### config.mk
export PLATFORM = sky130hd
export DESIGN_NAME = lut_bank_sweeper
export DESIGN_NICKNAME = d
export VERILOG_FILES = /design/src/rtl/lut_sweep_pkg.sv /design/src/rtl/lut_column.sv /design/src/rtl/lut_bank_sweeper.sv
export SDC_FILE = /design/constraint.sdc
export NUM_CORES = 1
export LEC_CHECK = 0
export CAP_MARGIN = 20
export CORE_MARGIN = 2
export CORE_UTILIZATION = 64
export DETAILED_ROUTE_END_ITERATION = 6
export GPL_TIMING_DRIVEN = 0
export PLACE_DENSITY_LB_ADDON = 0.3
export SLEW_MARGIN = 20
export SYNTH_ARGS = -nofsm -noshare
export SYNTH_HDL_FRONTEND = slang
export SYNTH_SLANG_ARGS = --single-unit
### constraint.sdc
create_clock -name clk -period 3.55 [get_ports clk]
set_input_delay 0.355 -clock clk [delete_from_list [all_inputs] [get_ports clk]]
set_output_delay 0.355 -clock clk [all_outputs]
set_load 0.02 [all_outputs]
### src/rtl/lut_sweep_pkg.sv
// Shared types and sizing helpers for the LUT bank sweeper.
package lut_sweep_pkg;

   typedef enum logic [1:0] {
      IDLE  = 2'd0,
      SWEEP = 2'd1,
      DONE  = 2'd2
   } state_t;

   // Number of truth-table rows for n inputs.
   function automatic int rows_of(input int n);
      return 1 << n;
   endfunction

   // Width of a function index; never narrower than one bit.
   function automatic int func_w_of(input int n);
      return (n <= 2) ? 1 : $clog2(n);
   endfunction

   localparam state_t RST_STATE = IDLE;
   localparam logic   RST_FLAG  = 1'b0;

endpackage

### src/rtl/lut_column.sv
// One function of the bank: a loadable truth table with two independent read ports.
module lut_column
   import lut_sweep_pkg::*;
#(
   parameter  int NUM_IN = 4,
   localparam int ROWS   = rows_of(NUM_IN)
) (
   input  logic              clk,
   input  logic              rst,
   input  logic              we,
   input  logic [ROWS-1:0]   wdata,
   input  logic [NUM_IN-1:0] eval_row,
   input  logic [NUM_IN-1:0] sweep_row,
   output logic              eval_bit,
   output logic              sweep_bit
);

   logic [ROWS-1:0] tbl;

   // Truth table storage; cleared on reset, overwritten whole on a write.
   always_ff @(posedge clk) begin
      if (rst)     tbl <= '0;
      else if (we) tbl <= wdata;
   end

   assign eval_bit  = tbl[eval_row];
   assign sweep_bit = tbl[sweep_row];

endmodule

### src/rtl/lut_bank_sweeper.sv
// Bank of loadable truth tables with a registered live-eval path and a streaming row sweep.
module lut_bank_sweeper
   import lut_sweep_pkg::*;
#(
   parameter  int NUM_IN   = 4,
   parameter  int NUM_FUNC = 10,
   localparam int ROWS     = rows_of(NUM_IN),
   localparam int FUNC_W   = func_w_of(NUM_FUNC)
) (
   input  logic                clk,
   input  logic                rst,
   input  logic                cfg_valid,
   output logic                cfg_ready,
   input  logic [FUNC_W-1:0]   cfg_func,
   input  logic [ROWS-1:0]     cfg_table,
   output logic                cfg_err,
   input  logic [NUM_IN-1:0]   in_vec,
   output logic [NUM_FUNC-1:0] eval_f,
   input  logic                start,
   output logic                busy,
   output logic                out_valid,
   input  logic                out_ready,
   output logic [NUM_IN-1:0]   out_row,
   output logic [NUM_FUNC-1:0] out_f,
   output logic                out_last,
   output logic                done
);

   localparam logic [NUM_IN-1:0] LAST_ROW = '1;

   state_t              state, state_nx;
   logic [NUM_IN-1:0]   row, row_nx;
   logic                vld_nx;
   logic                cfg_acc;
   logic [NUM_FUNC-1:0] eval_raw, sweep_raw;

   // Tables are only writable while idle, so a sweep always sees one consistent bank.
   assign cfg_ready = (state == IDLE);
   assign cfg_acc   = cfg_valid & cfg_ready;

   // An out-of-range index matches no column, so the write simply falls on the floor.
   for (genvar k = 0; k < NUM_FUNC; k++) begin : g_col
      lut_column #(.NUM_IN(NUM_IN)) u_col (
         .clk       (clk),
         .rst       (rst),
         .we        (cfg_acc && (int'(cfg_func) == k)),
         .wdata     (cfg_table),
         .eval_row  (in_vec),
         .sweep_row (row),
         .eval_bit  (eval_raw[k]),
         .sweep_bit (sweep_raw[k])
      );
   end

   assign busy     = (state != IDLE);
   assign done     = (state == DONE);
   assign out_row  = row;
   assign out_last = out_valid && (row == LAST_ROW);
   assign out_f    = out_valid ? sweep_raw : '0;

   // Next state, row and beat-valid; the row only advances on an accepted beat.
   always_comb begin
      state_nx = state;
      row_nx   = row;
      vld_nx   = out_valid;
      case (state)
         IDLE: begin
            if (start) begin
               state_nx = SWEEP;
               row_nx   = '0;
               vld_nx   = 1'b1;
            end
         end
         SWEEP: begin
            if (out_ready) begin
               if (row == LAST_ROW) begin
                  state_nx = DONE;
                  row_nx   = '0;
                  vld_nx   = 1'b0;
               end else begin
                  row_nx = row + 1'b1;
               end
            end
         end
         DONE:    state_nx = IDLE;
         default: state_nx = IDLE;
      endcase
   end

   // Sweep control registers.
   always_ff @(posedge clk) begin
      if (rst) begin
         state     <= RST_STATE;
         row       <= '0;
         out_valid <= RST_FLAG;
      end else begin
         state     <= state_nx;
         row       <= row_nx;
         out_valid <= vld_nx;
      end
   end

   // Registered live evaluation and the config error pulse.
   always_ff @(posedge clk) begin
      if (rst) begin
         eval_f  <= '0;
         cfg_err <= RST_FLAG;
      end else begin
         eval_f  <= eval_raw;
         cfg_err <= cfg_acc && (int'(cfg_func) >= NUM_FUNC);
      end
   end

endmodule
# Word level (Yosys, flattened, before mapping)
# Index checks and enable logic that the tools add are counted.
dict set report totals {
  regBits 178
  out_inout_bits 30
}
dict set report op_classes {
  n_mux 53
  n_eq_ne 15
  addsub 1
  reduce_logical 19
  n_lt_le_gt_ge 3
  n_bitwise 1
}
# cell count
set op_table {}
lappend op_table {{$bmux 1 s4} 20}
lappend op_table {{$eq 4x4->1 const B} 7}
lappend op_table {{$mux 1} 23}
lappend op_table {{$logic_and 1x1->1} 12}
lappend op_table {{$mux 4} 3}
lappend op_table {{$lt 4x5->1 const B} 2}
lappend op_table {{$mux 10} 1}
lappend op_table {{$eq 4x3->1 const B} 2}
lappend op_table {{$pmux 4 s2} 1}
lappend op_table {{$mux 2} 3}
lappend op_table {{$reduce_and 3->1} 2}
lappend op_table {{$add 4x1->4 const B} 1}
lappend op_table {{$eq 4x2->1 const B} 1}
lappend op_table {{$ge 4x4->1 const B} 1}
lappend op_table {{$logic_not 4->1} 1}
lappend op_table {{$ne 2x2->1 const B} 2}
lappend op_table {{$pmux 2 s2} 1}
lappend op_table {{$reduce_and 4->1} 1}
lappend op_table {{$reduce_bool 2->1} 2}
lappend op_table {{$eq 2x1->1 const B} 1}
lappend op_table {{$eq 2x2->1 const B} 1}
lappend op_table {{$logic_not 2->1} 1}
lappend op_table {{$ne 2x1->1 const B} 1}
lappend op_table {{$pmux 1 s2} 1}
lappend op_table {{$and 1x1->1} 1}

# Logic depth before layout (Yosys ltp)
# Gate-level depths: netlist of the first run.
dict set report logic_depth {
  depth_word 4
  ltp_mapped 7
  depth_no_buf 5
}

# Hierarchy
# Synthesis of the first run repeated with hierarchy kept, for this count alone.
dict set report unflattened {
  hier_cells 754
  hier_area_um2 9128.8
}
# mod area_per_inst_um2 n_inst cells_each seq_area_each_um2
set modules_own_cells {}
lappend modules_own_cells {lut_column 830.8 10 66 320.3}
lappend modules_own_cells {lut_bank_sweeper 820.8 1 94 360.3}

# Worst setup path after synthesis of the first run
# OpenSTA, ideal clock, no wires.
dict set report synth_timing {
  path_type {reg-to-output}
  start {register row[0], in the netlist out_row[0]}
  end {output out_f[8]}
  required_time_ns 3.195
  stages_incl_launch_ff 8
  arrival_time_ns 1.837
  setup_slack_ns 1.358
  cell_sequence {dfxtp_1 > buf_4 > buf_6 > buf_2 > mux2i_1 > a22oi_1 > nand2_1 > o21ai_0}
}
dict set report synth_via {
  elab_chain_cells 3
}
# item line
set synth_lines {}
lappend synth_lines {{start, declared} lut_bank_sweeper.sv:32} ;# logic [NUM_IN-1:0] row, row_nx;
lappend synth_lines {{start signal, assigned} lut_bank_sweeper.sv:98} ;# row <= row_nx;
lappend synth_lines {{$bmux 1 s4} lut_column.sv:27} ;# assign sweep_bit = tbl[sweep_row];
lappend synth_lines {{$mux 1 (implied by the code)} lut_column.sv:27}
lappend synth_lines {{$mux 10} lut_bank_sweeper.sv:59} ;# assign out_f = out_valid ? sweep_raw : '0;
lappend synth_lines {{end, declared} lut_bank_sweeper.sv:24} ;# output logic [NUM_FUNC-1:0] out_f,
# Every way passes these cells. The select of a mux whose other input is x is not followed.

# Worst setup path after layout of the first run
dict set report layout_timing {
  start {register row[2], in the netlist out_row[2]}
  end {output out_f[0]}
}
# Same word-level chain as after synthesis.

==> flow_summary.yaml, run 1 <==
detailed_routing:
  wl_met1_mm: 11.4
  ant_nets: 0
  drc: 0
  topRoutingLayerUsed: "met4"
  routed_wl_mm: 31.9
  num_vias: 8796
  first_pass_iters: 7
  routed-wl-met2_mm: 13.1
  drt_iter0_markers: 1670
  met3WireLength_mm: 4.81
  vias_per_cell: 6.96
  routedWlPerCell_um: 25.2
critical_path:
  crit_type: "register to output port"
  cp-start-kind: "register"
  critical_path.max_fanout: 10
  crit_arrival_ns: 3.14
  critPathCaptureType: "output port"
  r2r_start: "state[0]"
  required_ns: 3.19
  reg2regPathDepth: 7
  r2r_setup_slack_ns: 1.68
  rr_endpoint: "g_col[7].u_col.tbl[10]"
floorplan:
  die_h_um: 123
  io_pins: 59
  die_area_mm2: 0.0152
  die_x_um: 123
  core_area_mm2: 0.0139
  fp-row-count: 43
  initial_core_util_pct: 65.5
synth:
  async_flop_share_pct: 0
  synth_area_leader_cell: "dfxtp_1"
  synthFlopType: "dfxtp_1"
  seq_area_frac_synth_pct: 39.0
  ys_ff_latch: 178
  syn_area_per_cell_um2: 9.01
  synth_nets: 1043
  ys_warn_count: 0
  synthCells: 1013
  ys_top_cells_by_area: "dfxtp_1 (39%), mux2i_1 (17%), mux4_2 (8.4%)"
  synth-edff-count: 0
  yosys.area.top_type_share_pct: 39.0
  synth.most_common_cell: "dfxtp_1"
  yosys-top-cells-count: "dfxtp_1 (178), nand2_1 (173), mux2i_1 (157)"
  synth_area_mm2: 0.00913
  synth_cell_type_count: 50
timing:
  hold_violations: 0
  setup_viol: 0
  fin_hold_ws_ns: 0.306
  slew_headroom_pct: 16.9
  fin_crit_sh_pct: 98.6
  finClkSkew_ns: 0.00543
  min_period_ns: 3.50
  drv_slew: 0
  rsz0062_at_grt: "false"
  worst_pin_slew_ns: 1.24
  tns_ns: 0
  max_freq_mhz: 286
finish:
  area_growth_pct: 13.5
  multi_input_area_mm2: 0.00503
  drive_gt1_share_pct: 11.1
  fillers: 1026
  finalNetCount: 1101
  post-route-util_pct: 74.4
  antennaDiodeCount: 0
  seqCellArea_mm2: 0.00356
clocking:
  worstSkewPairLatency_ns: 0.45
  clk_transition_reported_paths_ns: 0.06
  cts_tree: "done"
  post-cts-setup-buffers: 0
  cts.sinks: 178
  holdBufCountCts: 0
  cts_buffers: 17
  cts_resized: 2
  clockBufferDepth: 2
  ctsHtreeMaxLevel: 4
  root_buffer: "clkbuf_16"
global_routing:
  grtUsageTotal_pct: 42.1
  grt_pass1_vias: 8067
  grt-ovfl-total: 0
  grt_pass1_wl_mm: 46.1
  antenna_found_initial: 0
  grt_start_max_net_pins: 17
min_path:
  holdCritPathClass: "input pin to register"
  min-delay-start: "cfg_func[3]"
  whs_endpoint: "cfg_err"
  whs_path_depth: 2
power_and_ir_drop:
  leakage_uw: 0.00373
  p_per_area_mw_per_mm2: 438
  vdd_drop_max_v: 0.000358
placement:
  dpl.hpwl_mm: 19.8
  port_buffers: 39
  routabilityCongestion: 0.995
run:
  drv_cap: 0
run_status:
  status: "finished, final reports clean"
[logic make-up after synthesis]
family,synth area share [%]
xor+xnor,0.192
fa+ha+maj,0.137
compound gates,12.3
mux,25.6
flops,39.0
buf+inv,5.84
simple gates,16.9
[worst max path at each step]
stage / from / end / slack (ns)
global placement: out_row[2] / out_f[0] / 0.43
CTS: out_row[2] / out_f[2] / 0.07
global route: out_row[2] / out_f[0] / 0.03
floorplan: out_row[0] / out_f[8] / 1.36
finish: out_row[2] / out_f[0] / 0.05
detailed placement: out_row[2] / out_f[0] / 0.41
[sequential cells by signal (all words and copies together), names as in the netlist]
name	flops
out_row	4
state	2
cfg_err	1
g_col.u_col.tbl	160
eval_f	10
out_valid	1
[placed cells by master (no fill, tap or decap), types with 2 or more instances in the layout]
cell type	instances
buf_6	5
and4b_1	2
inv_1	3
mux2i_1	157
a22oi_1	32
a21oi_1	106
a311oi_1	6
nand2b_1	2
nor3b_2	2
nor2_1	83
and2_1	4
clkbuf_2	5
clkdlybuf4s50_1	39
clkinv_2	3
a221oi_1	6
o2111ai_1	6
clkinvlp_4	2
nand3_2	2
mux4_2	34
buf_1	3
nand2_1	173
o22ai_1	2
o21ai_0	14
clkbuf_8	4
nand3_1	67
dfxtp_1	178
bufinv_16	3
nor2b_1	7
clkbuf_16	17
o211ai_1	7
buf_4	13
buf_2	24
clkbuf_1	47
[critical path: stages (launching register included)]
cell	delay, ns
dfxtp_1	0.47
nor2b_1	0.16
clkbuf_1	0.60
buf_2	0.44
a22oi_1	0.14
o211ai_1	0.11
o21ai_0	0.16
clkdlybuf4s50_1	0.60
[per-stage QoR]
step	instances	power, uW	area, um2	setup slack (ns)
floorplan	1013	2390	9130	1.36
global placement	1232	2570	9750	0.430
detailed placement	1232	2580	9750	0.411
CTS	1263	4480	10400	0.0725
global route	1263	4610	10400	0.0271
finish	1263	4540	10400	0.0512
[layer usage]
metal  GRT usage [%]  vias to the layer above
met1            53.0                     4102
met5               0                        -
met2            59.9                      756
met4            28.4                        0
li1                -                     3716
met3            15.6                      222
[power by group]
| part | leakage (uW) | internal, uW | switching [uW] | total (uW) |
|---|---|---|---|---|
| registers | 0.00144 | 2020 | 19.8 | 2040 |
| clock network | 0.000298 | 1170 | 798 | 1970 |
| logic | 0.00200 | 166 | 353 | 519 |
[final cells by class]
| class | instances | share of cell area, % |
|---|---|---|
| clock buffers | 22 | 4.67 |
| well taps | 180 | 2.17 |
| clock inverters | 9 | 1.24 |
| flip-flops and latches | 178 | 34.4 |
| repair buffers | 39 | 3.77 |
| multi-input cells | 732 | 48.6 |
| inverters | 4 | 0.145 |
| plain buffers | 99 | 5.07 |
No activity file was read; power rests on OpenSTA's default activity.
==> inputs of run 2 (changes only) <==
--- a/config.mk
+++ b/config.mk
@@ -6,11 +6,13 @@
 export NUM_CORES = 1
 export LEC_CHECK = 0
 export CAP_MARGIN = 20
+export CORE_ASPECT_RATIO = 1.25
 export CORE_MARGIN = 2
 export CORE_UTILIZATION = 64
 export DETAILED_ROUTE_END_ITERATION = 6
 export GPL_TIMING_DRIVEN = 0
 export PLACE_DENSITY_LB_ADDON = 0.3
+export SETUP_SLACK_MARGIN = 0.4
 export SLEW_MARGIN = 20
 export SYNTH_ARGS = -nofsm -noshare
 export SYNTH_HDL_FRONTEND = slang
==> flow_summary.yaml, run 2 (synthesis results as in run 1) <==
global_routing:
  grt_pass1_vias: 8221
  grt-ovfl-total: 0
  grt_start_max_net_pins: 17
  grt_pass1_wl_mm: 46.7
  antenna_found_initial: 1
  grtUsageTotal_pct: 41.1
detailed_routing:
  first_pass_iters: 6
  ant_nets: 0
  routed_wl_mm: 31.4
  drt_iter0_markers: 1241
  num_vias: 8702
  drc: 0
  routedWlPerCell_um: 25.0
  vias_per_cell: 6.91
power_and_ir_drop:
  power.share.clock_pct: 43.0
  internal_power_uw: 3330
  switching_power_uw: 1170
  vdd_drop_max_v: 0.000359
  pwr-share-seq_pct: 45.4
  combPwrFrac_pct: 11.6
  p_per_area_mw_per_mm2: 432
  leakage_uw: 0.00388
  p_sw_share_pct: 26.0
timing:
  setup_viol: 0
  tns_ns: 0
  slew_headroom_pct: 19.6
  rsz0062_at_grt: "false"
  worst_pin_slew_ns: 1.20
  max_freq_mhz: 317
  drv_slew: 0
  fin_crit_sh_pct: 89.0
  min_period_ns: 3.16
  hold_violations: 0
  finClkSkew_ns: 0.00737
critical_path:
  crit_arrival_ns: 2.80
  path_delay_family: "simple AND/OR/NAND/NOR gates"
  worstSetupStartpoint: "out_valid"
  required_ns: 3.19
  crit_path_end: "out_f[4]"
  reg2regPathDepth: 6
  critical_path.max_fanout: 7
  crit_type: "register to output port"
  crit_buf_inv: 1
  rr_endpoint: "g_col[8].u_col.tbl[13]"
  cp_num_cells: 4
  critPathCaptureType: "output port"
  r2r_start: "state[1]"
  cp-start-kind: "register"
  crit_slowest_cell: "nor2b_1"
  slowest_delay_ns: 0.82
  cp_cell_sequence: "nor2b_1 -> o2111ai_1 -> a21oi_1 -> clkdlybuf4s50_1"
  r2r_setup_slack_ns: 1.67
finish:
  fillers: 1004
  largest_register_ffs: 160
  finalNetCount: 1101
  top_register: "g_col.u_col.tbl"
  final_common_cell: "dfxtp_1"
  area_growth_pct: 14.1
  drive_gt1_share_pct: 11.6
  layout_common_cells: "dfxtp_1 (178), nand2_1 (173), mux2i_1 (157)"
  post-route-util_pct: 75.1
clocking:
  cts.sinks: 178
  root_buffer: "clkbuf_16"
  worstSkewPairLatency_ns: 0.45
  clockBufferDepth: 2
  cts_buffers: 17
  cts_tree: "done"
  ctsHtreeMaxLevel: 4
  clk_transition_reported_paths_ns: 0.06
floorplan:
  die_h_um: 138
  core_area_mm2: 0.0139
  die_area_mm2: 0.0152
  die_x_um: 111
  initial_core_util_pct: 65.8
  fp-row-count: 48
  io_pins: 59
min_path:
  holdCritPathClass: "input pin to register"
placement:
  routabilityCongestion: 0.993
  dpl.hpwl_mm: 20.0
  port_buffers: 39
run:
  drv_cap: 0
run_status:
  status: "finished, final reports clean"
[run 2: power by group through the flow]
stage / registers, uW / clock network [uW] / logic [uW]
2_1_floorplan: 2100 / 0 / 292
3_3_place_gp: 2090 / 0 / 483
3_5_place_dp: 2090 / 0 / 487
4_1_cts: 2040 / 1920 / 495
5_1_grt: 2050 / 2000 / 529
6_report: 2040 / 1930 / 523
[run 2: metal layers]
layer | global-route usage (%) | wire [um] | vias up
met5 | 0 | 0 | -
met2 | 63.3 | 13800 | 698
met1 | 48.6 | 10400 | 4050
li1 | - | - | 3720
met3 | 11.5 | 4370 | 234
met4 | 33.0 | 2900 | 0
[run 2: what timing repair did]
item | CTS | global route
resized for setup | 14 | 13
setup endpoints to repair | 10 | 8
hold buffers | 0 | 0
buffers inserted | 0 | 0
pin swaps | 0 | 0
[run 2: worst reg2reg max path: cells and delay by family (launching register included)]
kind	cells	cell delay, ns
muxes	1	0.19
buffers and inverters	2	0.53
and+or+nand+nor	3	0.68
DFF	1	0.35
[run 2: final cells by class]
cell class	count	area (um2)	share of cell area [%]
timing repair buffer	39	408	3.92
buffer	99	559	5.37
tap	175	219	2.10
inverter	4	15.0	0.144
antenna	1	2.50	0.0240
clock buffer	20	457	4.38
sequential	178	3560	34.2
multi-input combinational	732	5050	48.5
clock inverter	12	138	1.32
[run 2: how the worst min path moves through the flow]
stage                     slack (ns)                endpoint  cells after the start                    from
final                           0.32                 cfg_err                      2             cfg_func[3]
after global routing            0.32                 cfg_err                      2             cfg_func[3]
after CTS                       0.31                 cfg_err                      2             cfg_func[3]
after detailed placement        0.46  g_col[5].u_col.tbl[14]                      2  g_col[5].u_col.tbl[14]
after global placement          0.45  g_col[5].u_col.tbl[11]                      2  g_col[5].u_col.tbl[11]
after floorplan                 0.44   g_col[0].u_col.tbl[6]                      2   g_col[0].u_col.tbl[6]
[run 2: stage by stage]
step / hold WS [ns] / cells / setup WS [ns] / total power (uW) / cell area, um2
2_1_floorplan: 0.443 / 1013 / 1.36 / 2390 / 9130
3_3_place_gp: 0.449 / 1227 / 0.478 / 2570 / 9740
3_5_place_dp: 0.459 / 1227 / 0.472 / 2570 / 9740
4_1_cts: 0.312 / 1259 / 0.391 / 4450 / 10400
5_1_grt: 0.319 / 1259 / 0.410 / 4570 / 10400
6_report: 0.320 / 1260 / 0.391 / 4500 / 10400
